==> config.mk <==
export PLATFORM = sky130hd
export DESIGN_NAME = wb_master_port
export DESIGN_NICKNAME = d
export VERILOG_FILES = /design/src/rtl/wb_master_port_pkg.sv /design/src/rtl/wb_lane_steer.sv /design/src/rtl/wb_master_port.sv
export SDC_FILE = /design/constraint.sdc
export NUM_CORES = 1
export LEC_CHECK = 0
export CORE_MARGIN = 4
export CORE_UTILIZATION = 63
export DETAILED_ROUTE_END_ITERATION = 10
export DONT_BUFFER_PORTS = 1
export PLACE_DENSITY = 0.83
export SYNTH_ARGS = -nofsm -noshare
export SYNTH_HDL_FRONTEND = slang
export SYNTH_SLANG_ARGS = --single-unit
==> constraint.sdc <==
create_clock -name CLK_I -period 3.1 [get_ports CLK_I]
set_clock_uncertainty 0.2 [all_clocks]
set_input_delay 0.465 -clock CLK_I [delete_from_list [all_inputs] [get_ports CLK_I]]
set_output_delay 0.465 -clock CLK_I [all_outputs]
set_load 0.02 [all_outputs]
==> src/rtl/wb_master_port_pkg.sv <==
// Shared bus-operation codes, FSM/size encodings and op decode helpers.
// No logic of its own; imported by the Wishbone master and its lane steering.
// No flow control.
package wb_master_port_pkg;

    localparam logic [2:0] BUSOP_READB  = 3'd0;
    localparam logic [2:0] BUSOP_READH  = 3'd1;
    localparam logic [2:0] BUSOP_READW  = 3'd2;
    localparam logic [2:0] BUSOP_READBU = 3'd3;
    localparam logic [2:0] BUSOP_READHU = 3'd4;
    localparam logic [2:0] BUSOP_WRITEB = 3'd5;
    localparam logic [2:0] BUSOP_WRITEH = 3'd6;
    localparam logic [2:0] BUSOP_WRITEW = 3'd7;

    typedef enum logic [1:0] {ST_IDLE, ST_BUS, ST_DONE} state_t;
    typedef enum logic [1:0] {SZ_B, SZ_H, SZ_W} size_t;

    function automatic size_t op_size(input logic [2:0] op);
        case (op)
            BUSOP_READB, BUSOP_READBU, BUSOP_WRITEB: return SZ_B;
            BUSOP_READH, BUSOP_READHU, BUSOP_WRITEH: return SZ_H;
            default:                                 return SZ_W;
        endcase
    endfunction

    function automatic logic op_signed(input logic [2:0] op);
        return (op == BUSOP_READB) || (op == BUSOP_READH);
    endfunction

    function automatic logic op_write(input logic [2:0] op);
        return (op == BUSOP_WRITEB) || (op == BUSOP_WRITEH) || (op == BUSOP_WRITEW);
    endfunction

    function automatic logic misaligned(input size_t sz, input logic [1:0] addr_lo);
        case (sz)
            SZ_H:    return addr_lo[0];
            SZ_W:    return addr_lo != 2'b00;
            default: return 1'b0;
        endcase
    endfunction

endpackage

==> src/rtl/wb_lane_steer.sv <==
// Byte-lane steering: write data replication/shift with byte enables, read extract with extension.
// Latency: purely combinational.
// Backpressure: none.
module wb_lane_steer
    import wb_master_port_pkg::*;
#(
    parameter int DATA_W = 32
) (
    input  size_t                       size,
    input  logic [$clog2(DATA_W/8)-1:0] lane,
    input  logic                        sign,
    input  logic [31:0]                 wdata,
    input  logic [DATA_W-1:0]           rdata,
    output logic [DATA_W/8-1:0]         sel,
    output logic [DATA_W-1:0]           wdat,
    output logic [31:0]                 rext
);

    logic [DATA_W/8-1:0] mask;
    logic [DATA_W-1:0]   shifted;

    always_comb begin
        mask = '0;
        case (size)
            SZ_B:    mask[0]   = 1'b1;
            SZ_H:    mask[1:0] = 2'b11;
            default: mask[3:0] = 4'hF;
        endcase
        sel  = mask << lane;
        wdat = {(DATA_W/32){wdata}} << {lane, 3'b000};
    end

    always_comb begin
        shifted = rdata >> {lane, 3'b000};
        case (size)
            SZ_B:    rext = {{24{sign & shifted[7]}}, shifted[7:0]};
            SZ_H:    rext = {{16{sign & shifted[15]}}, shifted[15:0]};
            default: rext = shifted[31:0];
        endcase
    end

endmodule

==> src/rtl/wb_master_port.sv <==
// Wishbone B4 classic master: one CPU load/store becomes at most one bus cycle.
// Latency: O_done two cycles after acceptance with a zero-wait slave; one cycle for misaligned requests.
// Backpressure: O_busy high until O_done; I_en ignored outside IDLE; bounded ACK wait unless TIMEOUT=0.
module wb_master_port
    import wb_master_port_pkg::*;
#(
    parameter int ADDR_W  = 32,
    parameter int DATA_W  = 32,
    parameter int TIMEOUT = 255
) (
    input  logic                CLK_I,
    input  logic                RST_I,
    input  logic                I_en,
    input  logic [2:0]          I_op,
    input  logic [ADDR_W-1:0]   I_addr,
    input  logic [31:0]         I_data,
    output logic [31:0]         O_data,
    output logic                O_busy,
    output logic                O_done,
    output logic                O_err,
    input  logic                ACK_I,
    input  logic                ERR_I,
    input  logic [DATA_W-1:0]   DAT_I,
    output logic [ADDR_W-1:0]   ADR_O,
    output logic [DATA_W-1:0]   DAT_O,
    output logic [DATA_W/8-1:0] SEL_O,
    output logic                CYC_O,
    output logic                STB_O,
    output logic                WE_O
);

    localparam int LANE_W = $clog2(DATA_W/8);
    localparam int CNT_W  = (TIMEOUT > 0) ? $clog2(TIMEOUT + 1) : 1;
    localparam logic [CNT_W-1:0] TO_LIM = CNT_W'(TIMEOUT);

    state_t              state, state_nxt;
    size_t               size_d, size_q, st_size;
    logic [LANE_W-1:0]   lane_q, st_lane;
    logic                sign_q, write_q, err_q, st_sign;
    logic                misal_d, timed_out, bus_end;
    logic [CNT_W-1:0]    cnt;
    logic [DATA_W/8-1:0] sel_w;
    logic [DATA_W-1:0]   wdat_w;
    logic [31:0]         rext_w;

    assign size_d    = op_size(I_op);
    assign misal_d   = misaligned(size_d, I_addr[1:0]);
    assign timed_out = (TIMEOUT != 0) && (cnt == TO_LIM);
    assign bus_end   = (state == ST_BUS) && (ACK_I || ERR_I || timed_out);

    // Write steering only matters at acceptance, read extraction only in BUS,
    // so one steering block serves both from live or latched request fields.
    assign st_size = (state == ST_IDLE) ? size_d : size_q;
    assign st_lane = (state == ST_IDLE) ? I_addr[LANE_W-1:0] : lane_q;
    assign st_sign = (state == ST_IDLE) ? op_signed(I_op) : sign_q;

    wb_lane_steer #(.DATA_W(DATA_W)) u_steer (
        .size  (st_size),
        .lane  (st_lane),
        .sign  (st_sign),
        .wdata (I_data),
        .rdata (DAT_I),
        .sel   (sel_w),
        .wdat  (wdat_w),
        .rext  (rext_w)
    );

    always_ff @(posedge CLK_I) begin
        if (RST_I) state <= ST_IDLE;
        else       state <= state_nxt;
    end

    always_comb begin
        state_nxt = state;
        case (state)
            ST_IDLE: if (I_en) state_nxt = misal_d ? ST_DONE : ST_BUS;
            ST_BUS:  if (bus_end) state_nxt = ST_DONE;
            default: state_nxt = ST_IDLE;
        endcase
    end

    always_ff @(posedge CLK_I) begin
        if (RST_I) begin
            size_q  <= SZ_B;
            lane_q  <= '0;
            sign_q  <= 1'b0;
            write_q <= 1'b0;
            err_q   <= 1'b0;
            cnt     <= '0;
            O_data  <= '0;
            ADR_O   <= '0;
            DAT_O   <= '0;
            SEL_O   <= '0;
            CYC_O   <= 1'b0;
            STB_O   <= 1'b0;
            WE_O    <= 1'b0;
        end else begin
            case (state)
                ST_IDLE: begin
                    if (I_en) begin
                        size_q  <= size_d;
                        lane_q  <= I_addr[LANE_W-1:0];
                        sign_q  <= op_signed(I_op);
                        write_q <= op_write(I_op);
                        err_q   <= misal_d;
                        cnt     <= '0;
                        if (!misal_d) begin
                            ADR_O <= {I_addr[ADDR_W-1:LANE_W], {LANE_W{1'b0}}};
                            DAT_O <= wdat_w;
                            SEL_O <= sel_w;
                            WE_O  <= op_write(I_op);
                            CYC_O <= 1'b1;
                            STB_O <= 1'b1;
                        end
                    end
                end
                ST_BUS: begin
                    if (bus_end) begin
                        CYC_O <= 1'b0;
                        STB_O <= 1'b0;
                        WE_O  <= 1'b0;
                        SEL_O <= '0;
                        // ERR beats ACK; ACK beats a same-edge timeout.
                        err_q <= ERR_I || !ACK_I;
                        if (ACK_I && !ERR_I && !write_q) O_data <= rext_w;
                    end else begin
                        cnt <= cnt + 1'b1;
                    end
                end
                default: ;
            endcase
        end
    end

    assign O_busy = (state != ST_IDLE);
    assign O_done = (state == ST_DONE);
    assign O_err  = O_done && err_q;

endmodule

After elaboration in Yosys (flattened, before gate mapping)
Cells that the tools add are included.
- flip-flop bits (word level): 117
- bits of input ports: 104
- output and inout port bits: 106
- logic and storage cells: 94
- $add $sub $neg: 1
- equal/unequal tests: 16
- shifts and indexed selects: 3
- mux-type cells: 29
- bitwise logic cells: 3
- reductions and logical operators: 29
- operator list (kind ; count):
    one-hot mux 32 bit (2 select lines) ; 1
    left shift 32 x 5 -> 32 bit ; 1
    right shift 32 x 5 -> 32 bit ; 1
    two-way mux 8 bit ; 2
    one-hot mux 8 bit (2 select lines) ; 1
    == test 3 bit (second input constant) ; 4
    two-way mux 2 bit ; 6
    two-way mux 4 bit ; 3
    AND reduction 3 bit ; 4
    two-way mux 1 bit ; 9
    adder 8 x 1 -> 8 bit (second input constant) ; 1
    == test 8 bit (second input constant) ; 1
    != test 2 bit (second input constant) ; 4
    one-hot mux 1 bit (2 select lines) ; 4
    one-hot mux 2 bit (2 select lines) ; 2
    one-hot mux 4 bit (2 select lines) ; 1
    == test 2 x 1 -> 1 bit (second input constant) ; 3
    logical OR 1 bit ; 6
    nonzero test 2 bit ; 3
    OR reduction 3 bit ; 2
    == test 2 bit (second input constant) ; 2
    logical AND 1 bit ; 4
    logical NOT 2 bit ; 2
    AND reduction 2 bit ; 2
    other kinds (9) ; 12

Logic depth before layout (Yosys ltp)
Gate-level depths: netlist of run 1.
- depth in word-level cells: 11
- mapped depth: 8
- mapped depth without buffers: 6

Hierarchy
From an unflattened synthesis of run 1, not the netlist that was laid out.
- cells, all modules: 774
- area total of the unflattened synthesis: 6214.7 sq um
- modules (own cells, without submodules) (module ; instances ; cells each ; area an instance (sq um) ; sequential area each (sq um)):
    wb_master_port ; 1 ; 574 ; 4889.7 ; 2342.2
    wb_lane_steer ; 1 ; 200 ; 1325.0 ; 0.0

Worst setup path before layout of run 1
No wires, ideal clock.
- path kind: in2reg
- start point: input port I_op[2]
- end point: register O_data[18]
- library setup time: 117 ps
- data arrival time: 2016 ps
- required time: 2783 ps
- slack: 767 ps
- stages: 7
- buffers on the path: 2
- path through: buf_2 -> or3b_1 -> a31oi_2 -> o21ai_2 -> or2_1 -> buf_2 -> a32o_1
- word-level cells in the longest chain between the ends: 6
- elaborated cells on any way between the ends: 17
- classes of those cells: eq/ne (6); mux (4); bitwise (2); reduce/logical (5)
- RTL lines (what ; RTL line ; text):
    start: declaration ; wb_master_port.sv:14 ; input logic [2:0] I_op,
    == test 3 x 1 -> 1 bit, or another cell as far along ; wb_master_port_pkg.sv:19, wb_master_port_pkg.sv:27 ;
    OR reduction 3 bit ; wb_master_port_pkg.sv:19 ; case (op)
    one-hot mux 2 bit (2 select lines) ; wb_master_port_pkg.sv:19 ;
    two-way mux 2 bit ; wb_master_port.sv:53 ; assign st_size = (state == ST_IDLE) ? size_d : size_q;
    == test 2 x 1 -> 1 bit / logical NOT 2 bit (equally long branches) ; wb_lane_steer.sv:35 ; case (size)
    one-hot mux 32 bit (2 select lines) * ; wb_lane_steer.sv:35 ;
    end signal: assignment ; wb_master_port.sv:125 ; if (ACK_I && !ERR_I && !write_q) O_data <= rext_w;
    end: declaration ; wb_master_port.sv:17 ; output logic [31:0] O_data,
Mark *: on every way between the ends. The rest lies on a longest branch, timed or not.
A chain may end at the register's enable or synchronous reset.

Final worst setup path of run 1
- start point: register state[0]
- end point: register O_data[26]
- word-level cells in the longest chain between the ends: 5
- elaborated cells on any way between the ends: 13
- classes of those cells: eq/ne (2); shift (1); mux (4); bitwise (2); reduce/logical (4)
- RTL lines (what ; RTL line ; text):
    start: declaration ; wb_master_port.sv:36 ; state_t state, state_nxt;
    start signal: assignment ; wb_master_port.sv:70 ; else state <= state_nxt;
    logical NOT 2 bit ; wb_master_port.sv:53, wb_master_port.sv:54, wb_master_port.sv:55 ;
    two-way mux 2 bit ; wb_master_port.sv:54 ; assign st_lane = (state == ST_IDLE) ? I_addr[LANE_W-1:0] : lane_q;
    right shift 32 x 5 -> 32 bit ; wb_lane_steer.sv:34 ; shifted = rdata >> {lane, 3'b000};
    bitwise AND 1 bit, on equally long branches ; wb_lane_steer.sv:37, wb_lane_steer.sv:36 ;
    one-hot mux 32 bit (2 select lines) ; wb_lane_steer.sv:35 ;
Several ways; a longest one is shown, not always the timed one.

==> qor.yml, run 1 <==
ant_nets: 0
cp-startpoint: "state[0]"
cp-start-kind: "flop"
syn_area_sq_um: 5700
grt_max_degree: 97
critPathBufInv: 0
syn_inst: 682
avgSynthCellArea_sq_um: 8.36
fp.coreArea_sq_um: 8760
grtUsageTotal: 0.322
setup_violations: 0
synth_edf_count: 0
drt-pass1-iter-count: 8
seq_area_sq_um: 2340
vias: 5378
period_share: 0.926
post_cts_resized: 0
slowest_delay_ns: 0.66
r2r-start: "state[0]"
irDropWorstVdd_mv: 0.525
fillers: 592
overflow: 0
chipHeight_microns: 103
antenna_cells: 0
dp.cells: 747
gr-usage-met3: 0.123
relSlewSlack: 0.514
layout-drive-gt1-share: 0.127
fin_crit_ns: 2.87
initial_core_util: 0.650
synth.top_cells.by_area: "dfxtp_1, nand2_1, a21oi_1, mux2_2, nor2_1"
max_cap_violations: 0
cp-end-kind: "flop"
chipWidth_microns: 103
ys_seq_area_frac: 0.411
finalNonFillerCells: 833
status: "finished, violations left"
nets: 817
path_max_fanout: 13
cellPowerDensity_nw_per_um2: 652
vias_per_cell: 6.46
rsz0062_at_grt: "no"
grt_pass1_vias: 5351
met2_usage: 0.520
crit_family: "compound AO/OA/AOI/OAI gates"
place_congestion: 0.884
ys_ff_latch: 117
fmax_ghz: 0.348
clkTransAtPathRegs_ns: 0.06
arrival_ns: 3.04
drv_slew: 0
tightest_slew_ns: 0.727
wire_per_inst_microns: 21.1
numClockSinks: 117
dr.first_iter.drc_count: 422
hold_viol: 0
met1_usage: 0.368
async_flop_share: 0
synth_top_area_share: 0.411
htreeDepth: 4
yosys_warnings: 0
multi_input_area_sq_um: 3080
cts_tree: "yes"
worstPathRequired_ns: 3.27
fin_setup_tns_ns: 0
numPortBuffers: 0
syn2layout_area_growth_pct: 20.7
numCtsBuffers: 17
synth_ff_type: "dfxtp_1"
crit_chain: "nor3b_1 -> o21ai_0 -> a32oi_4 -> o221ai_4 -> a311oi_1"
clk-insertion-delay-late_ns: 0.51
grt_pass1_wl_mm: 26.7
core.rowCount: 34
dp_hpwl_mm: 11.4
path_class: "reg -> reg"
violations: "design-rule violations"
drt_wl_total_mm: 17.6
hold_class: "in -> reg"
yosys.area.top_type: "dfxtp_1"
root_buffer: "clkbuf_8"
p_leak_nw: 2.49
synth_cell_types: 64
drc: 1
postLayoutCoreUtil: 0.785
die-area_sq_um: 10600
grt_busiest_layer: "met2"
antenna_found_initial: 1
power_mw: 4.49
io_pins: 210
clockBufferDepth: 2
crit_slowest_cell: "nor3b_1"
worstHoldStart: "I_data[1]"
state kept, by name, indices dropped and copies added (netlist names):
| name | flops |
|---|---|
| ADR_O | 30 |
| DAT_O | 32 |
| O_data | 32 |
| SEL_O | 4 |
| STB_O | 1 |
| WE_O | 1 |
| cnt | 8 |
| err_q | 1 |
| lane_q | 2 |
| sign_q | 1 |
| size_q | 2 |
| state | 2 |
| write_q | 1 |
report_power, final:
| group | switching (mW) | internal [mW] | leakage (nW) |
|---|---|---|---|
| clock network | 0.759 | 1.24 | 0.296 |
| registers | 0.180 | 1.60 | 0.953 |
| logic | 0.411 | 0.296 | 1.24 |
metrics by stage:
stage | setup WS [ns] | hold slack (ns) | instance area [sq um]
2_1_floorplan | 0.767 | 0.256 | 5700
3_3_place_gp | 0.652 | 0.272 | 5710
3_5_place_dp | 0.464 | 0.283 | 5710
4_1_cts | 0.441 | 0.000583 | 6880
5_1_grt | 0.166 | 0.00742 | 6880
6_report | 0.229 | 0.0191 | 6880
synth_stat cells, drive strengths merged, types with 2 or more instances:
library cell  count
o2111ai           2
o211ai            9
xnor2             2
nor2             58
nor3             14
a21o              3
and2              2
mux2i            15
a311oi           10
a32o              8
or3b              3
nor3b             2
and3             10
nand2           130
inv               9
dfxtp           117
a22oi             7
mux4              6
nor2b             2
buf              27
o21a              6
a211oi           11
nand3             5
a21oi            79
or4b              2
or3               8
and4              2
a221oi            8
a22o              2
a31oi             6
nand4            11
mux2             19
a211o             8
xor2              6
nand2b            7
o21ai            16
or2               4
nand3b            2
clkbuf           32
placed cells by master, fill, tap and decap left out, types with 3 or more instances in the layout:
cell type,instances
or3_1,8
clkinv_4,4
xor2_1,6
inv_1,9
clkbuf_16,16
inv_6,5
a211oi_1,11
buf_4,14
dlygate4sd3_1,53
nand2_1,129
a21o_1,3
mux4_2,6
o21ai_0,12
nor2_1,56
a211o_1,8
nor3_1,13
o211ai_1,9
or2_2,3
a32o_1,8
a22oi_1,7
and3_1,10
nand4_1,11
bufinv_16,3
mux2_2,19
nand3_1,5
a311oi_1,10
a31oi_1,5
mux2i_1,15
a221oi_1,8
dfxtp_1,117
a21oi_1,79
nand2b_1,7
o21a_1,5
cell families after synthesis:
logic type                 after synthesis  share of synthesized area
and+or+nand+nor                        265                      0.213
AOI/OAI and AO/OA                      182                      0.219
DFF                                    117                      0.411
buffers and inverters                   68                     0.0538
muxes                                   40                     0.0876
xor gates and xnor gates                 8                     0.0123
adders and majority gates                1                    0.00220
other                                    1                   0.000658
final cells by class:
type,count,share of cell area
multi-input combinational,498,0.447
sequential,117,0.341
timing repair buffer,69,0.0993
clock buffer,17,0.0602
clock inverter,15,0.0280
tap,108,0.0196
inverter,9,0.00491
metal layers:
layer | up-vias | part of all wire
li1 | 2501 | -
met1 | 2495 | 0.36
met2 | 319 | 0.49
met3 | 61 | 0.12
met4 | 2 | 0.034
met5 | - | 0.00074
what timing repair did:
item,4_1_cts,5_1_grt
setup endpoints to repair,0,0
hold buffers,54,0
setup buffers,0,0
endpoints found under the hold margin,100,0
path summary, 6_finish.rpt:
kind,end,cells after the start,slack (ns)
max,O_data[26],5,0.23
min,DAT_O[17],2,0.02
max reg2reg,O_data[26],5,0.23
min reg2reg,lane_q[0],2,0.29
No activity file was read; power rests on OpenSTA's default activity.
==> run 2, diff against run 1 <==
--- a/config.mk
+++ b/config.mk
@@ -6,10 +6,10 @@
 export NUM_CORES = 1
 export LEC_CHECK = 0
 export CORE_MARGIN = 4
-export CORE_UTILIZATION = 63
+export CORE_UTILIZATION = 50
 export DETAILED_ROUTE_END_ITERATION = 10
 export DONT_BUFFER_PORTS = 1
-export PLACE_DENSITY = 0.83
+export PLACE_DENSITY = 0.69
 export SYNTH_ARGS = -nofsm -noshare
 export SYNTH_HDL_FRONTEND = slang
 export SYNTH_SLANG_ARGS = --single-unit
==> run 2 against run 1 <==
The run now ends clean. Sequential share of layout area rose by 0.96 points. Clock-buffer cell count rose by 6. Utilization fell by 18 points. Critical path depth did not move. Total power fell by 4.1%. Sequential cell count did not move. Via count fell by 3.4%. Non-clock buffer count fell by 18.
==> qor.yml, run 2 (synthesis gave the netlist of run 1 again) <==
arrival_ns: 2.78  # was 3.04 ns
drt-met1-wl_mm: 6.42  # was 6.29 mm
wl_met2_mm: 8.29  # was 8.55 mm
fmax_ghz: 0.370  # was 0.348 GHz
setup_violations: 0  # unchanged
cellPowerDensity_nw_per_um2: 643  # was 652 nW/um^2
initial_core_util: 0.519  # was 0.650
io_pins: 210  # unchanged
cp-start-kind: "flop"  # unchanged
dp_hpwl_mm: 12.2  # was 11.4 mm
syn2layout_area_growth_pct: 17.4  # was 20.7%
hold_ws_ns: 0.00895  # was 0.0191 ns
clk-insertion-delay-late_ns: 0.41  # was 0.51 ns
place_congestion: 0.869  # was 0.884
grt_pass1_vias: 5150  # was 5,351
fin_setup_tns_ns: 0  # unchanged
grtUsageTotal: 0.259  # was 0.322
root_buffer: "clkbuf_16"  # was clkbuf_8
final_common_cell: "nand2_1"  # unchanged
critPathBufInv: 0  # unchanged
mostFrequentLayoutCells: "nand2_1, dfxtp_1, a21oi_1, nor2_1, dlygate4sd3_1"  # unchanged
chipHeight_microns: 115  # was 103 microns
crit_family: "simple AND/OR/NAND/NOR gates"  # was compound AO/OA/AOI/OAI gates
ant_nets: 0  # unchanged
fp.coreArea_sq_um: 11000  # was 8760 sq um
p_leak_nw: 2.40  # was 2.49 nW
drt_wl_total_mm: 17.4  # was 17.6 mm
crit_slowest_cell: "dfxtp_1"  # was nor3b_1
wl_met3_mm: 2.08  # was 2.12 mm
cts_tree: "yes"  # unchanged
whs_endpoint: "ADR_O[22]"  # was DAT_O[17]
grt_max_degree: 93  # was 97
top_layer: "met4"  # was met5
period_share: 0.872  # was 0.926
crit_chain: "nor3b_1 -> or2_2 -> nor3_2 -> nand2_1 -> a311oi_1"  # was nor3b_1 -> o21ai_0 -> a32oi_4 -> o221ai_4 -> a311oi_1
cp-end-kind: "flop"  # unchanged
grt_pass1_wl_mm: 26.8  # was 26.7 mm
tightest_slew_ns: 0.718  # was 0.727 ns
r2r-start: "state[0]"  # unchanged
numPortBuffers: 0  # unchanged
path_class: "reg -> reg"  # unchanged
worstPathRequired_ns: 3.18  # was 3.27 ns
r2r_cells: 5  # unchanged
drv_slew: 0  # unchanged
r2r_end: "O_data[25]"  # was O_data[26]
clockBufferDepth: 2  # unchanged
rrSetupSlack_ns: 0.40  # was 0.23 ns
antenna_found_initial: 0  # was 1
clkTransAtPathRegs_ns: 0.06  # about the same
status: "finished clean"  # was finished, violations left
power_mw: 4.30  # was 4.49 mW
drt-pass1-iter-count: 5  # was 8
largestRegisters: "DAT_O x32, O_data x32, ADR_O x30"  # unchanged
die-area_sq_um: 13200  # was 10,600 sq um
numClockSinks: 117  # unchanged
nets: 799  # was 817
drc: 0  # was 1
hold_viol: 0  # unchanged
hold_class: "in -> reg"  # unchanged
post_cts_resized: 0  # unchanged
slowest_delay_ns: 0.57  # was 0.66 ns
setup_ws_ns: 0.397  # was 0.229 ns
layout-drive-gt1-share: 0.132  # was 0.127
hold_depth: 2  # unchanged
irDropWorstVdd_mv: 0.497  # was 0.525 mV
post-place-ws_ns: 0.458  # was 0.464 ns
vias: 5197  # was 5,378
overflow: 0  # unchanged
antenna_cells: 0  # unchanged
max_cap_violations: 0  # unchanged
rsz0062_at_grt: "no"  # unchanged
htreeDepth: 4  # unchanged
wire_per_inst_microns: 20.5  # was 21.1 microns
numCtsBuffers: 17  # unchanged
path_max_fanout: 21  # was 13
relSlewSlack: 0.516  # was 0.514
worstHoldStart: "I_addr[22]"  # was I_data[1]
vias_per_cell: 6.14  # was 6.46
chipWidth_microns: 115  # was 103 microns
dr.first_iter.drc_count: 512  # was 422
fin_crit_ns: 2.70  # was 2.87 ns
core.rowCount: 38  # was 34
-- run 2: how the worst max path moves through the flow --
stage | slack (ns) | start | cells past startpoint | end
final | 0.40 | state[0] | 5 | O_data[25]
after global routing | 0.23 | state[0] | 5 | O_data[17]
after CTS | 0.43 | state[0] | 5 | O_data[16]
after detailed placement | 0.46 | state[0] | 5 | O_data[16]
after global placement | 0.53 | I_addr[1] | 5 | O_data[18]
after floorplan | 0.77 | I_op[2] | 7 | O_data[18]
-- run 2: power breakdown --
part | switching [mW] | total (mW) | internal, mW
sequential | 0.179 | 1.78 | 1.60
clock | 0.669 | 1.82 | 1.16
combinational | 0.410 | 0.700 | 0.289
total | 1.26 | 4.30 | 3.04
-- run 2: layout make-up --
class,instances,area (sq um)
clock buffer,23,478
clock inverter,9,77.6
fill,944,4290
inverter,9,33.8
multi-input combinational,498,3080
sequential,117,2340
tap,140,175
timing repair buffer,51,505
-- run 2: repair_timing --
| action | 4_1_cts | 5_1_grt |
|---|---|---|
| buffers inserted | 0 | 0 |
| hold endpoints to repair | 92 | 0 |
| hold buffers | 32 | 0 |
-- run 2: metal layers --
metal,global-route usage,vias up
met5,0,-
met4,0.135,0
met3,0.110,50
met2,0.424,295
met1,0.287,2394
li1,-,2458
-- run 2: stage by stage --
step / area (sq um) / std cells / utilization
floorplan: 5700 / 683 / -
global placement: 5800 / 783 / 0.528
detailed placement: 5800 / 783 / 0.528
CTS: 6690 / 847 / 0.609
global route: 6690 / 847 / 0.609
finish: 6690 / 847 / 0.609
-- run 2: worst reg2reg max path: cells and delay by family (launching register included) --
family,cells,cell delay [ns]
simple gates,4,1.40
flops,1,0.57
compound gates,1,0.41
